`src/rtl/instr_encoder.sv`:
```
// instr_encoder: packs A64 operation fields (CBZ, B, MOVZ, CMP, SUBI, ADDI)
// into 32-bit instruction words. The words pass through a first-word
// fall-through FIFO and stream out to the imem write port at sequential byte
// addresses.
// Optional feature macro: INSTR_ENCODER_RANGE_CHECK_EN. When it is defined,
// requests whose fields do not fit are rejected with enc_err_o. When it is not
// defined, the excess bits are silently truncated.
module instr_encoder #(
    parameter int                FIFO_DEPTH = 4,
    parameter int                ADDR_W     = 16,
    parameter logic [ADDR_W-1:0] BASE_ADDR  = '0
) (
    input  logic                          clk_i,
    input  logic                          rst_n_i,
    input  logic                          enc_valid_i,
    output logic                          enc_ready_o,
    input  logic [2:0]                    enc_op_i,
    input  logic [4:0]                    enc_rd_i,
    input  logic [4:0]                    enc_rn_i,
    input  logic [4:0]                    enc_rm_i,
    input  logic [25:0]                   enc_imm_i,
    input  logic [1:0]                    enc_shift_i,
    input  logic                          addr_clr_i,
    output logic                          imem_wr_valid_o,
    input  logic                          imem_wr_ready_i,
    output logic [ADDR_W-1:0]             imem_wr_addr_o,
    output logic [31:0]                   imem_wr_data_o,
    output logic                          enc_err_o,
    output logic [$clog2(FIFO_DEPTH):0]   fifo_count_o
);
    localparam int PTR_W = $clog2(FIFO_DEPTH);
    localparam int CNT_W = PTR_W + 1;

    // Operation codes, shared with the decode path
    localparam logic [2:0] OP_CBZ  = 3'd0;
    localparam logic [2:0] OP_B    = 3'd1;
    localparam logic [2:0] OP_MOVZ = 3'd2;
    localparam logic [2:0] OP_CMP  = 3'd3;
    localparam logic [2:0] OP_SUBI = 3'd4;
    localparam logic [2:0] OP_ADDI = 3'd5;

    // Fixed opcode fields of each instruction form
    localparam logic [7:0]  OPC_CBZ  = 8'hB4;
    localparam logic [5:0]  OPC_B    = 6'b000101;
    localparam logic [8:0]  OPC_MOVZ = 9'b110100101;
    localparam logic [10:0] OPC_CMP  = 11'b11101011000;
    localparam logic [8:0]  OPC_SUBI = 9'b110100010;
    localparam logic [8:0]  OPC_ADDI = 9'b100100010;

    logic [31:0]       word;
    logic              op_legal;
    logic              range_ok;
    logic              accept;
    logic              push;
    logic              pop;

    logic [31:0]       mem_q [FIFO_DEPTH];
    logic [PTR_W-1:0]  wr_ptr_q, wr_ptr_d;
    logic [PTR_W-1:0]  rd_ptr_q, rd_ptr_d;
    logic [CNT_W-1:0]  count_q,  count_d;
    logic [ADDR_W-1:0] addr_q,   addr_d;
    logic              err_q,    err_d;

    // Pack the request fields into an instruction word and flag illegal ops
    always_comb begin
        word     = '0;
        op_legal = 1'b1;
        case (enc_op_i)
            OP_CBZ:  word = {OPC_CBZ, enc_imm_i[18:0], enc_rd_i};
            OP_B:    word = {OPC_B, enc_imm_i[25:0]};
            OP_MOVZ: word = {OPC_MOVZ, enc_shift_i, enc_imm_i[15:0], enc_rd_i};
            OP_CMP:  word = {OPC_CMP, enc_rm_i, 6'b0, enc_rn_i, 5'd31};
            OP_SUBI: word = {OPC_SUBI, enc_shift_i[0], enc_imm_i[11:0], enc_rn_i, enc_rd_i};
            OP_ADDI: word = {OPC_ADDI, enc_shift_i[0], enc_imm_i[11:0], enc_rn_i, enc_rd_i};
            default: op_legal = 1'b0;
        endcase
    end

`ifdef INSTR_ENCODER_RANGE_CHECK_EN
    // Reject fields whose significant bits would be lost in the encoding
    always_comb begin
        range_ok = 1'b1;
        case (enc_op_i)
            OP_CBZ:  range_ok = (enc_imm_i[25:19] == {7{enc_imm_i[18]}});
            OP_MOVZ: range_ok = (enc_imm_i[25:16] == '0);
            OP_SUBI,
            OP_ADDI: range_ok = (enc_imm_i[25:12] == '0) && !enc_shift_i[1];
            default: range_ok = 1'b1;
        endcase
    end
`else
    assign range_ok = 1'b1;
`endif

    // enc_ready depends only on the occupancy register, never on imem_wr_ready
    assign enc_ready_o     = (count_q != CNT_W'(FIFO_DEPTH));
    assign imem_wr_valid_o = (count_q != '0);
    assign accept          = enc_valid_i && enc_ready_o;
    assign push            = accept && op_legal && range_ok;
    assign pop             = imem_wr_valid_o && imem_wr_ready_i;

    assign imem_wr_data_o  = imem_wr_valid_o ? mem_q[rd_ptr_q] : 32'h0;
    assign imem_wr_addr_o  = addr_q;
    assign enc_err_o       = err_q;
    assign fifo_count_o    = count_q;

    // Next-state logic for the pointers, occupancy, write address and error pulse
    always_comb begin
        wr_ptr_d = push ? wr_ptr_q + PTR_W'(1) : wr_ptr_q;
        rd_ptr_d = pop  ? rd_ptr_q + PTR_W'(1) : rd_ptr_q;
        count_d  = count_q;
        case ({push, pop})
            2'b10:   count_d = count_q + CNT_W'(1);
            2'b01:   count_d = count_q - CNT_W'(1);
            default: count_d = count_q;
        endcase
        // An address clear overrides the increment of a concurrent pop
        addr_d = addr_q;
        if (addr_clr_i)
            addr_d = BASE_ADDR;
        else if (pop)
            addr_d = addr_q + ADDR_W'(4);
        err_d = accept && !(op_legal && range_ok);
    end

    // Control state register
    always_ff @(posedge clk_i or negedge rst_n_i) begin
        if (!rst_n_i) begin
            wr_ptr_q <= '0;
            rd_ptr_q <= '0;
            count_q  <= '0;
            addr_q   <= BASE_ADDR;
            err_q    <= 1'b0;
        end else begin
            wr_ptr_q <= wr_ptr_d;
            rd_ptr_q <= rd_ptr_d;
            count_q  <= count_d;
            addr_q   <= addr_d;
            err_q    <= err_d;
        end
    end

    // FIFO storage has no reset; the output data is masked while the FIFO is empty
    always_ff @(posedge clk_i) begin
        if (push)
            mem_q[wr_ptr_q] <= word;
    end

endmodule
```
`config.mk`:
```
export PLATFORM = sky130hd
export DESIGN_NAME = instr_encoder
export DESIGN_NICKNAME = d
export VERILOG_FILES = /design/src/rtl/instr_encoder.sv
export SDC_FILE = /design/constraint.sdc
export NUM_CORES = 1
export LEC_CHECK = 0
export CAP_MARGIN = 25
export CORE_MARGIN = 8
export CORE_UTILIZATION = 50
export DETAILED_ROUTE_END_ITERATION = 6
export GPL_ROUTABILITY_DRIVEN = 1
export PLACE_DENSITY = 0.75
export SYNTH_ARGS = -nofsm -noshare
export SYNTH_HDL_FRONTEND = slang
export SYNTH_SLANG_ARGS = --single-unit
```
`constraint.sdc`:
```
create_clock -name clk_i -period 2.84 [get_ports clk_i]
set_input_delay 0.426 -clock clk_i [delete_from_list [all_inputs] [get_ports clk_i]]
set_output_delay 0.426 -clock clk_i [all_outputs]
set_load 0.01 [all_outputs]
```
[Word level (Yosys, flattened, before mapping)]
Memories as Yosys holds them, arrays and structs flattened.
Cells that the tools add are included.
Word-level totals
  latch bits: 0
  memories kept: 1
  input port bits: 51
  flip-flop bits (word level): 24
  RAM bits: 128
  output and inout bits: 54
  memory bits (read-only): 0
  logic and storage cells: 37
Memories
  mem_q: words 4, width 32, rd ports 1, clocked after Yosys merged registers in 0, wr ports 1, RTL line 57  | logic [31:0] mem_q [FIFO_DEPTH];
Cells by class
  bitwise gates (word level): 0
  div/mod/pow operators: 0
  equality and inequality tests: 8
  mux-type cells: 8
  shift-type cells: 0
  order comparisons: 0
  $mul: 0
  reduce and logical (&&, ||, !) cells: 10
  add/subtract/negate cells: 5
Operators with widths (count)
  $pmux 32 s6: 1
  $mux 16: 2
  $mux 32: 1
  $add 16x3->16 const B: 1
  $eq 3x2->1 const B: 2
  $eq 3x3->1 const B: 2
  $pmux 3 s2: 1
  $reduce_or 6->1: 1
  $add 2x1->2 const B: 2
  $logic_and 1x1->1: 4
  $reduce_bool 2->1: 2
  $add 3x1->3 const B: 1
  $eq 3x1->1 const B: 1
  $logic_not 3->1: 1
  $mux 1: 3
  $ne 3x3->1 const B: 1
  $reduce_bool 3->1: 1
  $sub 3x1->3 const B: 1
  $eq 2x1->1 const B: 1
  $eq 2x2->1 const B: 1
  $logic_not 1->1: 1

[Logic depth before layout (Yosys ltp)]
  word-level depth: 6
  mapped depth: 10
  mapped depth without buffers: 10

[Worst setup path after synthesis]
OpenSTA, ideal clock, no wires.
  path kind: reg-to-reg
  start: register count_q[0] (netlist: fifo_count_o[0])
  end: memory mem_q[0][0] (enable)
  arrival: 1896 ps
  data required time: 2448 ps
  clock period less this slack: 2288 ps
  buffers on the path: 0
  slack: 552 ps
  stages on the path, launching flop included: 5
  path through: dfrtp_1 > or3b_1 > nand2_2 > a21oi_2 > and2_1
On the way
  longest elaborated chain between the ends: 5
Ends and longest elaborated chain
  start: declaration: RTL line 60  | logic [CNT_W-1:0] count_q, count_d;
  start signal: assignment: RTL line 137  | count_q <= count_d;
  $ne 3x3->1: RTL line 96  | assign enc_ready_o = (count_q != CNT_W'(FIFO_DEPTH));
  via enc_ready_o: RTL line 16  | output logic enc_ready_o,
  $logic_and 1x1->1: RTL line 98  | assign accept = enc_valid_i && enc_ready_o;
  $logic_and 1x1->1: RTL line 99  | assign push = accept && op_legal && range_ok;
  $mux 1: RTL line 145  | if (push)
  $mux 1 (not written as such): RTL line 146  | mem_q[wr_ptr_q] <= word;
  end: declaration: RTL line 57
The timed path passes the listed nets, and every way through them passes these cells.

[Worst setup path in the final report]
  start: register rd_ptr_q[0]
  end: output imem_wr_data_o[19]
On the way
  longest elaborated chain between the ends: 2
Ends and longest elaborated chain
  start: declaration: RTL line 59  | logic [PTR_W-1:0] rd_ptr_q, rd_ptr_d;
  start signal: assignment: RTL line 136  | rd_ptr_q <= rd_ptr_d;
  $mem_v2 4x32
  $mux 32: RTL line 102  | assign imem_wr_data_o = imem_wr_valid_o ? mem_q[rd_ptr_q] : 32'h0;
  end: declaration: RTL line 27  | output logic [31:0] imem_wr_data_o,
No other way between the ends.

==> run metrics <==
Final Hold Fails 0; final setup fails 0; Post-Syn Area 0.00671 mm²; leak pwr 0.00300 µW; worst hold margin 0.361 ns; fmax 370 MHz; register area share after synthesis 65.5%; WL/cell 21.2 µm; EDFF count, synth 128; Post-DP Area 0.00806 mm²; worst-path fanout max 8; synth cell count leaders 128 x edfxtp_1, 41 x nor2b_1, 32 x mux4_2, 22 x dfrtp_1; Final Core Density 65.4%; Max-cap violations 0; Diodes inserted 0; min cycle time layout 2.70 ns; Die ar. 0.0174 mm²; initial core utilization 50.8%; NumNets Final 608; First DRT Iteration DRCs 368; first-pass GRT wire length 24.9 mm; Synth area leader edfxtp_1; routed vias/inst 5.64; Mapped Avg Cell Area 15.6 µm²; Max Slew Vio Count 0; gr ovfl total 0; P&R area growth vs syn 28.7%; IO buf count 102; Hold Path Class primary input to async pin; most numerous cell in the Yosys netlist edfxtp_1; fin crit share 95.2%; Root Buffer clkbuf_16; synth warn 0; Worst-Skew Late Latency 0.41 ns; Remaining DRCs 0; # clock sinks 150; Max Root-Sink Buffers 2; final setup TNS 0 ns; max_slew headroom 62.7%; Synth area leaders edfxtp_1 57%, mux4_2 11%, dfrtp_1 8.2%, nor2b_1 3.8%, a22oi_1 2.2%; Async SR Flop Fraction 14.7%; post-synth top area share 57.3%; antenna violations before repair 0; Antenna Nets Post-Route 0; Setup Skew 0.00555 ns; critical path capture point type output port; CTS Buf Count 17; maximum vdd ir drop 0.000520 V; Die W 132 µm; Final WS setup 0.135 ns; RSZ-0062 raised after global routing false; Row Count 42; startpoint type of the worst setup path flip-flop; Via Count 4,154; Setup CP Type flip-flop to output port; P per Cell Area 926 mW/mm²; post-synth cell types 44; CP required 2.41 ns; status complete, no violations; CTS Hold Buffers Added 0; GRT Overall Usage 18.6%; arrival time worst endpoint 2.28 ns; worst-margin pin slew 0.557 ns; Ports 105; vias in the first global route 4,544; Die Height 132 µm; Detailed Route WL 15.7 mm; CTS H-tree depth 4; drt pass-1 iters 5; #FFs+latches synth 150; HPWL Detailed 10.8 mm; post-place setup slack 0.240 ns; Placer Congestion 0.878; final instance area 0.00863 mm²; clock-pin slew on the worst setup and hold paths 0.05 ns; Primary FF master, synth edfxtp_1; floorplan core area 0.0132 mm²; CTS tree yes; proportion of layout cells with a drive suffix above 1 18.2%; largest net degree at the start of global routing 34; Mapped Cells 431
-- cells by family after synthesis --
kind of cell / count (synthesis) / share of synthesized area, %
buffers and inverters: 42 / 2.85
adder cells (fa/ha/maj): 7 / 1.42
other: 1 / 0.0559
flip-flops: 150 / 65.5
AND/OR/NAND/NOR: 108 / 9.37
AO/OA/AOI/OAI: 70 / 7.13
XOR/XNOR: 17 / 2.22
multiplexers: 36 / 11.4
-- worst paths after layout --
path / from / cells after the start / to / slack (ns)
setup / recovery: rd_ptr_q[0] / 4 / imem_wr_data_o[19] / 0.14
hold / removal: rst_n_i / 2 / imem_wr_addr_o[6] / 0.36
setup reg to reg: fifo_count_o[0] / 10 / fifo_count_o[2] / 0.47
hold reg to reg: imem_wr_addr_o[14] / 2 / imem_wr_addr_o[14] / 0.59
max in group asynchronous: rst_n_i / 2 / rd_ptr_q[0] / 2.23
min in group clk_i: imem_wr_addr_o[14] / 2 / imem_wr_addr_o[14] / 0.59
-- metal layers --
| metal | wire length [µm] | GRT usage, % | part of all wire, % |
|---|---|---|---|
| met4 | 402 | 7.40 | 2.6 |
| met5 | 0 | 0 | 0 |
| met2 | 8270 | 32.5 | 53 |
| met3 | 692 | 4.80 | 4.4 |
| met1 | 6290 | 21.5 | 40 |
-- state kept, by name (all words and copies together), names as in the netlist --
register / flops
mem_q: 128
imem_wr_addr_o: 14
fifo_count_o: 3
rd_ptr_q: 2
wr_ptr_q: 2
enc_err_o: 1
-- critical path: stages (launching register included) --
cell and delay, ns:
dfrtp_4 0.56, buf_12 0.18, mux4_2 0.32, nor2b_1 0.22, clkdlybuf4s50_1 0.58
-- placed cells by master (no fill, tap or decap), drive strengths merged, types with 5 or more instances in the layout --
| master | instances |
|---|---|
| edfxtp | 128 |
| clkdlybuf4s50 | 102 |
| nor2b | 41 |
| mux4 | 32 |
| buf | 25 |
| dfrtp | 22 |
| nor2 | 20 |
| a22oi | 20 |
| clkbuf | 18 |
| a21oi | 16 |
| o21ai | 15 |
| inv | 14 |
| nand2 | 14 |
| o22ai | 12 |
| xnor2 | 11 |
| and2 | 8 |
| clkinv | 8 |
| xor2 | 6 |
| ha | 6 |
| o221a | 5 |
| nand4 | 5 |
-- power breakdown --
group | switching (µW) | internal (µW)
clock network | 799 | 1260
registers | 197 | 2800
logic | 1280 | 1660
total | 2280 | 5720
-- through the flow --
step                cells  power, µW
floorplan             432       4560
finish                737       8000
CTS                   737       8100
global route          737       8380
global placement      704       5930
detailed placement    704       5980
-- layout make-up --
cell class,count,area [µm²]
clock buffer,18,429
clock inverter,12,114
fill,919,4560
inverter,14,57.6
multi-input combinational,240,2130
sequential,150,4400
tap,176,220
timing repair buffer,127,1280
-- repair_timing --
action	in CTS	in global routing
resized for setup	1	0
setup endpoints to repair	24	0
setup buffers	3	0
Power figures use the tool's default switching activity.
